**src/rtl/muldiv_pkg.sv**
```systemverilog
// Shared EXE muldiv definitions: RV32M op encodings, FSM state encodings common
// with the divider, and the iteration-counter width.
package muldiv_pkg;

  localparam int MD_XLEN = 32;
  localparam int CNT_W   = $clog2(MD_XLEN + 1);

  typedef enum logic [1:0] {
    OP_MUL    = 2'b00,
    OP_MULH   = 2'b01,
    OP_MULHSU = 2'b10,
    OP_MULHU  = 2'b11
  } op_e;

  typedef enum logic [1:0] {
    S_IDLE = 2'b00,
    S_CALC = 2'b01,
    S_DONE = 2'b11
  } state_e;

endpackage

```
**src/rtl/mul_step.sv**
```systemverilog
// One shift-add iteration of the product register. MUL_RADIX4_EN selects two
// multiplier bits per step (0/1/2/3 x mcand) instead of one.
module mul_step
  import muldiv_pkg::*;
#(
  parameter int XLEN = MD_XLEN
) (
  input  logic [2*XLEN-1:0] prod_i,
  input  logic [XLEN-1:0]   mcand_i,
  output logic [2*XLEN-1:0] prod_o
);

`ifdef MUL_RADIX4_EN
  logic [XLEN+1:0] m1, m2, m3, addend, sum;

  always_comb begin
    m1 = {2'b00, mcand_i};
    m2 = {1'b0, mcand_i, 1'b0};
    m3 = m1 + m2;
    case (prod_i[1:0])
      2'b00:   addend = '0;
      2'b01:   addend = m1;
      2'b10:   addend = m2;
      default: addend = m3;
    endcase
    // hi half plus up to 3*mcand never exceeds XLEN+2 bits
    sum    = {2'b00, prod_i[2*XLEN-1:XLEN]} + addend;
    prod_o = {sum, prod_i[XLEN-1:2]};
  end
`else
  logic [XLEN:0] sum;

  always_comb begin
    sum    = {1'b0, prod_i[2*XLEN-1:XLEN]} + (prod_i[0] ? {1'b0, mcand_i} : '0);
    prod_o = {sum, prod_i[XLEN-1:1]};
  end
`endif

endmodule

```
**src/rtl/mul.sv**
```systemverilog
// Sequential shift-add RV32M multiplier (MUL/MULH/MULHSU/MULHU) with the
// divider's req/ready/flush handshake. Define MUL_RADIX4_EN for radix-4 steps.
module mul
  import muldiv_pkg::*;
#(
  parameter int XLEN = MD_XLEN
) (
  input  logic            clk_i,
  input  logic            rst_i,
  input  logic [XLEN-1:0] a_i,
  input  logic [XLEN-1:0] b_i,
  input  logic [1:0]      op_i,
  input  logic            flush_i,
  input  logic            req_i,
  output logic [XLEN-1:0] result_o,
  output logic            ready_o
);

  localparam int CW = $clog2(XLEN + 1);
`ifdef MUL_RADIX4_EN
  localparam int STEPS = XLEN / 2;
`else
  localparam int STEPS = XLEN;
`endif

  state_e            state_q, state_d;
  logic [CW-1:0]     cnt_q, cnt_d;
  logic [2*XLEN-1:0] prod_q, prod_d, prod_step, p;
  logic [XLEN-1:0]   mcand_q, mcand_d, result_q, result_d;
  logic [XLEN-1:0]   a_mag, b_mag;
  op_e               op_q, op_d;
  logic              neg_q, neg_d, ready_q, ready_d;
  logic              a_neg, b_neg;

  mul_step #(.XLEN(XLEN)) u_step (
    .prod_i  (prod_q),
    .mcand_i (mcand_q),
    .prod_o  (prod_step)
  );

  always_comb begin
    // a is signed for MULH/MULHSU, b only for MULH
    a_neg = a_i[XLEN-1] & (op_i == OP_MULH || op_i == OP_MULHSU);
    b_neg = b_i[XLEN-1] & (op_i == OP_MULH);
    a_mag = a_neg ? -a_i : a_i;
    b_mag = b_neg ? -b_i : b_i;
    p     = neg_q ? -prod_q : prod_q;
  end

  always_comb begin
    state_d  = state_q;
    cnt_d    = cnt_q;
    prod_d   = prod_q;
    mcand_d  = mcand_q;
    op_d     = op_q;
    neg_d    = neg_q;
    result_d = result_q;
    ready_d  = 1'b0;
    case (state_q)
      S_IDLE: if (req_i) begin
        op_d    = op_e'(op_i);
        mcand_d = a_mag;
        cnt_d   = CW'(STEPS);
        if (a_i == '0 || b_i == '0) begin
          prod_d  = '0;
          neg_d   = 1'b0;
          state_d = S_DONE;
        end else begin
          prod_d  = {{XLEN{1'b0}}, b_mag};
          neg_d   = a_neg ^ b_neg;
          state_d = S_CALC;
        end
      end
      S_CALC: begin
        prod_d = prod_step;
        cnt_d  = cnt_q - CW'(1);
        if (cnt_q == CW'(1)) state_d = S_DONE;
      end
      S_DONE: begin
        result_d = (op_q == OP_MUL) ? p[XLEN-1:0] : p[2*XLEN-1:XLEN];
        ready_d  = 1'b1;
        state_d  = S_IDLE;
      end
      default: state_d = S_IDLE;
    endcase
    if (flush_i) begin
      state_d  = S_IDLE;
      result_d = '0;
      ready_d  = 1'b0;
    end else if (!req_i) begin
      state_d = S_IDLE;
    end
  end

  always_ff @(posedge clk_i or negedge rst_i) begin
    if (!rst_i) begin
      state_q  <= S_IDLE;
      cnt_q    <= '0;
      prod_q   <= '0;
      mcand_q  <= '0;
      op_q     <= OP_MUL;
      neg_q    <= 1'b0;
      result_q <= '0;
      ready_q  <= 1'b0;
    end else begin
      state_q  <= state_d;
      cnt_q    <= cnt_d;
      prod_q   <= prod_d;
      mcand_q  <= mcand_d;
      op_q     <= op_d;
      neg_q    <= neg_d;
      result_q <= result_d;
      ready_q  <= ready_d;
    end
  end

  assign result_o = result_q;
  assign ready_o  = ready_q;

endmodule

```
**config.mk**
```make
export PLATFORM = sky130hd
export DESIGN_NAME = mul
export DESIGN_NICKNAME = d
export VERILOG_FILES = /design/src/rtl/muldiv_pkg.sv /design/src/rtl/mul_step.sv /design/src/rtl/mul.sv
export SDC_FILE = /design/constraint.sdc
export NUM_CORES = 1
export LEC_CHECK = 0
export CORE_AREA = 3 3 137 139
export DETAILED_ROUTE_END_ITERATION = 8
export DIE_AREA = 0 0 140 142
export GPL_TIMING_DRIVEN = 0
export HOLD_SLACK_MARGIN = 0.03
export PLACE_DENSITY = 0.87
export REMOVE_ABC_BUFFERS = 1
export SYNTH_ARGS = -nofsm -noshare
export SYNTH_HDL_FRONTEND = slang
export SYNTH_SLANG_ARGS = --single-unit
```
**constraint.sdc**
```tcl
create_clock -name clk_i -period 4 [get_ports clk_i]
set_input_delay 0.8 -clock clk_i [delete_from_list [all_inputs] [get_ports clk_i]]
set_output_delay 0.8 -clock clk_i [all_outputs]
set_load 0.01 [all_outputs]
```
==> run summary <==
The tools report the number of hold-slack violations in the final timing report as 0. Max-slew violation total from the final report: 0. Core occupancy in the finished layout: 67.1%.

Entering global routing, the biggest net connects 96 pins. In this run the worst hold path is classified as input port to async pin. The run finished with clean final reports. The tools report the number of clock sinks seen by CTS as 140. In the global route stage, met1 resource usage came out at 37.5%. The run gives 9840 as the count of vias placed by the detailed router.

The most used flip-flop cell after synthesis is sky130_fd_sc_hd__dfrtp_1. STA classifies the critical path endpoint as a flop. In this run the remaining antenna-violating nets after routing total 0. Across the VDD grid, the largest voltage drop is 0.357 mV.

The floorplan step set the die height to 142 um. The total area of multi-input combinational cells was 6380 um2. Sequential elements use 34.5% of the synthesized area. The later pin in the worst-skew pair is clocked with a latency of 0.43 ns. The total power consumption of the routed design is 4.94 mW. At the worst endpoint, the arrival time is 4.07 ns. No sink is reached through more buffers than the 2 on the longest clock path. The layout cell share with drive strength beyond 1 was 4.91%; the setup TNS after final layout was 0 ns.

Clock root buffer master: sky130_fd_sc_hd__clkbuf_16. The placeable core area was 17800 um2; the routed wirelength normalized by instance count was 19.0 um. Counting flops and latches in the post-synthesis netlist gives 140. The routed wire length is 28.8 mm. Summing every instance area after synthesis gives 10100 um2. In the synthesized netlist, the cells that appear most often are sky130_fd_sc_hd__o21ai_0 (172), sky130_fd_sc_hd__dfrtp_1 (140), sky130_fd_sc_hd__nand2_1 (118). Setup violations remaining at the end of the flow were counted as 0. The relative contribution of combinational cells to total power is 29.8%. Leading cell type by number of instances after synthesis: sky130_fd_sc_hd__o21ai_0.

Number of maximum-capacitance constraint violations: 0. The total routing usage reported by global routing was 28.7%. The run gives 17 as the total CTS buffers. For the floorplan row count, the log shows 49. The via count of the first global-routing pass is 9341. The H-tree was split into 4 levels. For this design the total switching power over the nets is 1.76 mW. For this configuration, the core starts out at a cell density of 57.1%. For the worst setup path, the data required time is 4.29 ns.

During placement, the flow inserted port buffers numbering 102. The critical path is of the input port to flop type. The slew of the pin with the lowest slew margin is 1.04 ns. In the global route stage, met3 resource usage came out at 4.70%. Global routing used 48.3% of the available met2 tracks. For this run, the top clock speed supported by timing is 265 MHz. OpenSTA, run right after detailed placement, puts the worst setup slack at -0.902 ns. The internal power summed over all cells is 3.18 mW. The first routing iteration left 1106 violations. The tools report the number of gates resized after CTS as 1. The time the worst path needs with I/O delays and setup is 3.78 ns. For this run, the number of Yosys warnings is 0. Clock-pin slew was measured on the worst setup and hold paths at 0.06 ns.

The fraction of synthesized cell area taken by the top area cell type works out to 34.5%. Yosys attributes the largest share of cell area to sky130_fd_sc_hd__dfrtp_1 (35%), sky130_fd_sc_hd__o21ai_0 (8.5%), sky130_fd_sc_hd__xnor2_1 (6.0%). The die covers 19900 um2. The number of nets in the layout was 1381; the filler cell count was 1434. Synthesized area per cell: 8.37 um2. The busiest layer in global routing is met2. The switching power share of the total works out to 35.6%. The number of flops mapped to enable cells by yosys is 0, and the maximum fanout along the worst path is 32. The top-level port count is 103, and the detailed-placement wirelength estimate is 20.5 mm.

The total overflow reported by the global router was 0; the initial antenna violation count was 0. On the final layout, the worst clock skew is 0.00641 ns. Sequential cells burn 39.5% of the power.

The worst pin sits at a relative slew slack of 30.5%. TritonCTS built the clock tree. sky130_fd_sc_hd__dfrtp_1 takes more of the synthesized area than any other cell.

Setup repair after global routing left no endpoint under its margin. The number of antenna diodes in the final layout is 0. The share of synthesized registers carrying an async set or reset was 100%; the clock group share of total power was 30.7%. The count of cell types in the netlist is 62, and the synthesized instance count is 1212.

From left edge to right edge, the die measures 140 um. The tools report the sort of element at the start of the critical path as an input port. The worst-case setup margin in the final layout was 0.224 ns. The sequential cells in the finished layout cover a total of 3510 um2. The share of the clock period used by the worst path after layout is 94.4%, and the power density over the cells is 414 nW/um2. After detailed routing, the number of remaining DRC violations is 0. Using the TritonRoute via totals, the vias-per-cell ratio works out to 6.51. Before antenna repair, the detailed router went through 7 iterations. For the number of hold-repair buffers added at the cts stage, the log shows 0.

The analysis attributes to cell leakage a power of 4.91 nW. The first-pass GRT wire length was 46.6 mm; the post-CTS setup-driven buffer insertion count was 0. Relative to the synthesized area, the layout overhead comes to 17.6%. At the end of routability-driven placement, the weighted congestion stood at 0.913. Setup slack on the worst reg-to-reg path comes out at 0.41 ns.
final timing paths:
| kind | startpoint | end | cells past startpoint |
|---|---|---|---|
| hold / removal | rst_i | prod_q[23]$_DFFE_PN0P_ | 1 |
| setup / recovery | a_i[8] | prod_q[21]$_DFFE_PN0P_ | 7 |
| min in group clk_i | mcand_q[5]$_DFFE_PN0P_ | mcand_q[5]$_DFFE_PN0P_ | 2 |
| setup reg to reg | prod_q[0]$_DFFE_PN0P_ | result_o[28]$_DFFE_PN0P_ | 8 |
| max in group asynchronous | rst_i | prod_q[0]$_DFFE_PN0P_ | 2 |
| hold reg to reg | mcand_q[5]$_DFFE_PN0P_ | mcand_q[5]$_DFFE_PN0P_ | 2 |
sequential cells by signal, summed over array words and instances (netlist names):
register and flops:
cnt_q 6, mcand_q 32, neg_q 1, op_q 2
prod_q 64, ready_o 1, result_o 32, state_q 2
cell usage in the layout, fill, tap and decap left out, drive strengths merged, types with 5 or more instances in the layout:
master	instances
o21ai	174
dfrtp	140
nand2	118
clkdlybuf4s50	101
nor2	73
xnor2	70
xor2	69
a21oi	57
a22oi	48
and2	38
ha	38
o31ai	26
nand3	24
nor3	23
clkbuf	22
inv	19
nor4	19
a21o	18
o41ai	18
or4	16
or3	15
nand2b	14
and3	12
a31oi	12
or2	11
nor2b	11
nand4	10
mux2i	9
a211oi	7
buf	7
o211ai	6
nand4b	5
power groups by stage:
| stage | Sequential, mW | Combinational (mW) | Clock [mW] |
|---|---|---|---|
| after floorplan | 1.85 | 1.03 | 0 |
| after global placement | 1.94 | 1.37 | 0 |
| after detailed placement | 1.96 | 1.43 | 0 |
| after CTS | 1.93 | 1.45 | 1.53 |
| after global routing | 1.98 | 1.63 | 1.58 |
| final | 1.95 | 1.47 | 1.52 |
per-layer routing:
metal	share of wire [%]	vias to the layer above	routed length, um
li1	-	4553	-
met1	40	4703	11600
met2	49	499	14000
met3	7.8	85	2260
met4	3.2	0	914
met5	0	-	0
critical path: stages:
cell and delay, ns:
sky130_fd_sc_hd__clkdlybuf4s50_1 0.49, sky130_fd_sc_hd__or4_1 0.66, sky130_fd_sc_hd__nor4_1 0.51, sky130_fd_sc_hd__nand3_1 0.35, sky130_fd_sc_hd__o41ai_4 0.66, sky130_fd_sc_hd__or2_4 0.42, sky130_fd_sc_hd__o21ai_0 0.16
final cells by class:
| class | instances | area share [%] |
|---|---|---|
| multi-input combinational | 986 | 53.5 |
| sequential | 140 | 29.4 |
| timing repair buffer | 108 | 9.57 |
| clock buffer | 22 | 3.81 |
| tap | 229 | 2.40 |
| clock inverter | 8 | 0.797 |
| inverter | 19 | 0.597 |
through the flow:
step	hold WS (ns)	cell area (um2)	cells
after floorplan	0.437	9890	1145
after global placement	0.455	11200	1476
after detailed placement	0.462	11400	1482
after CTS	0.309	11900	1512
after global routing	0.329	11900	1512
final	0.294	11900	1512
cell families (layout without fill, tap and decap cells):
logic type               after synthesis  after routing  synth area share, %
adder cells (fa/ha/maj)               39             39                 4.88
multiplexers                           9              9                0.888
XOR/XNOR                             139            139                 12.0
buffers and inverters                 86            157                 3.19
AND/OR/NAND/NOR                      397            397                 20.0
AO/OA/AOI/OAI                        402            402                 24.5
flip-flops                           140            140                 34.5
(Power assumes the default switching activity.)
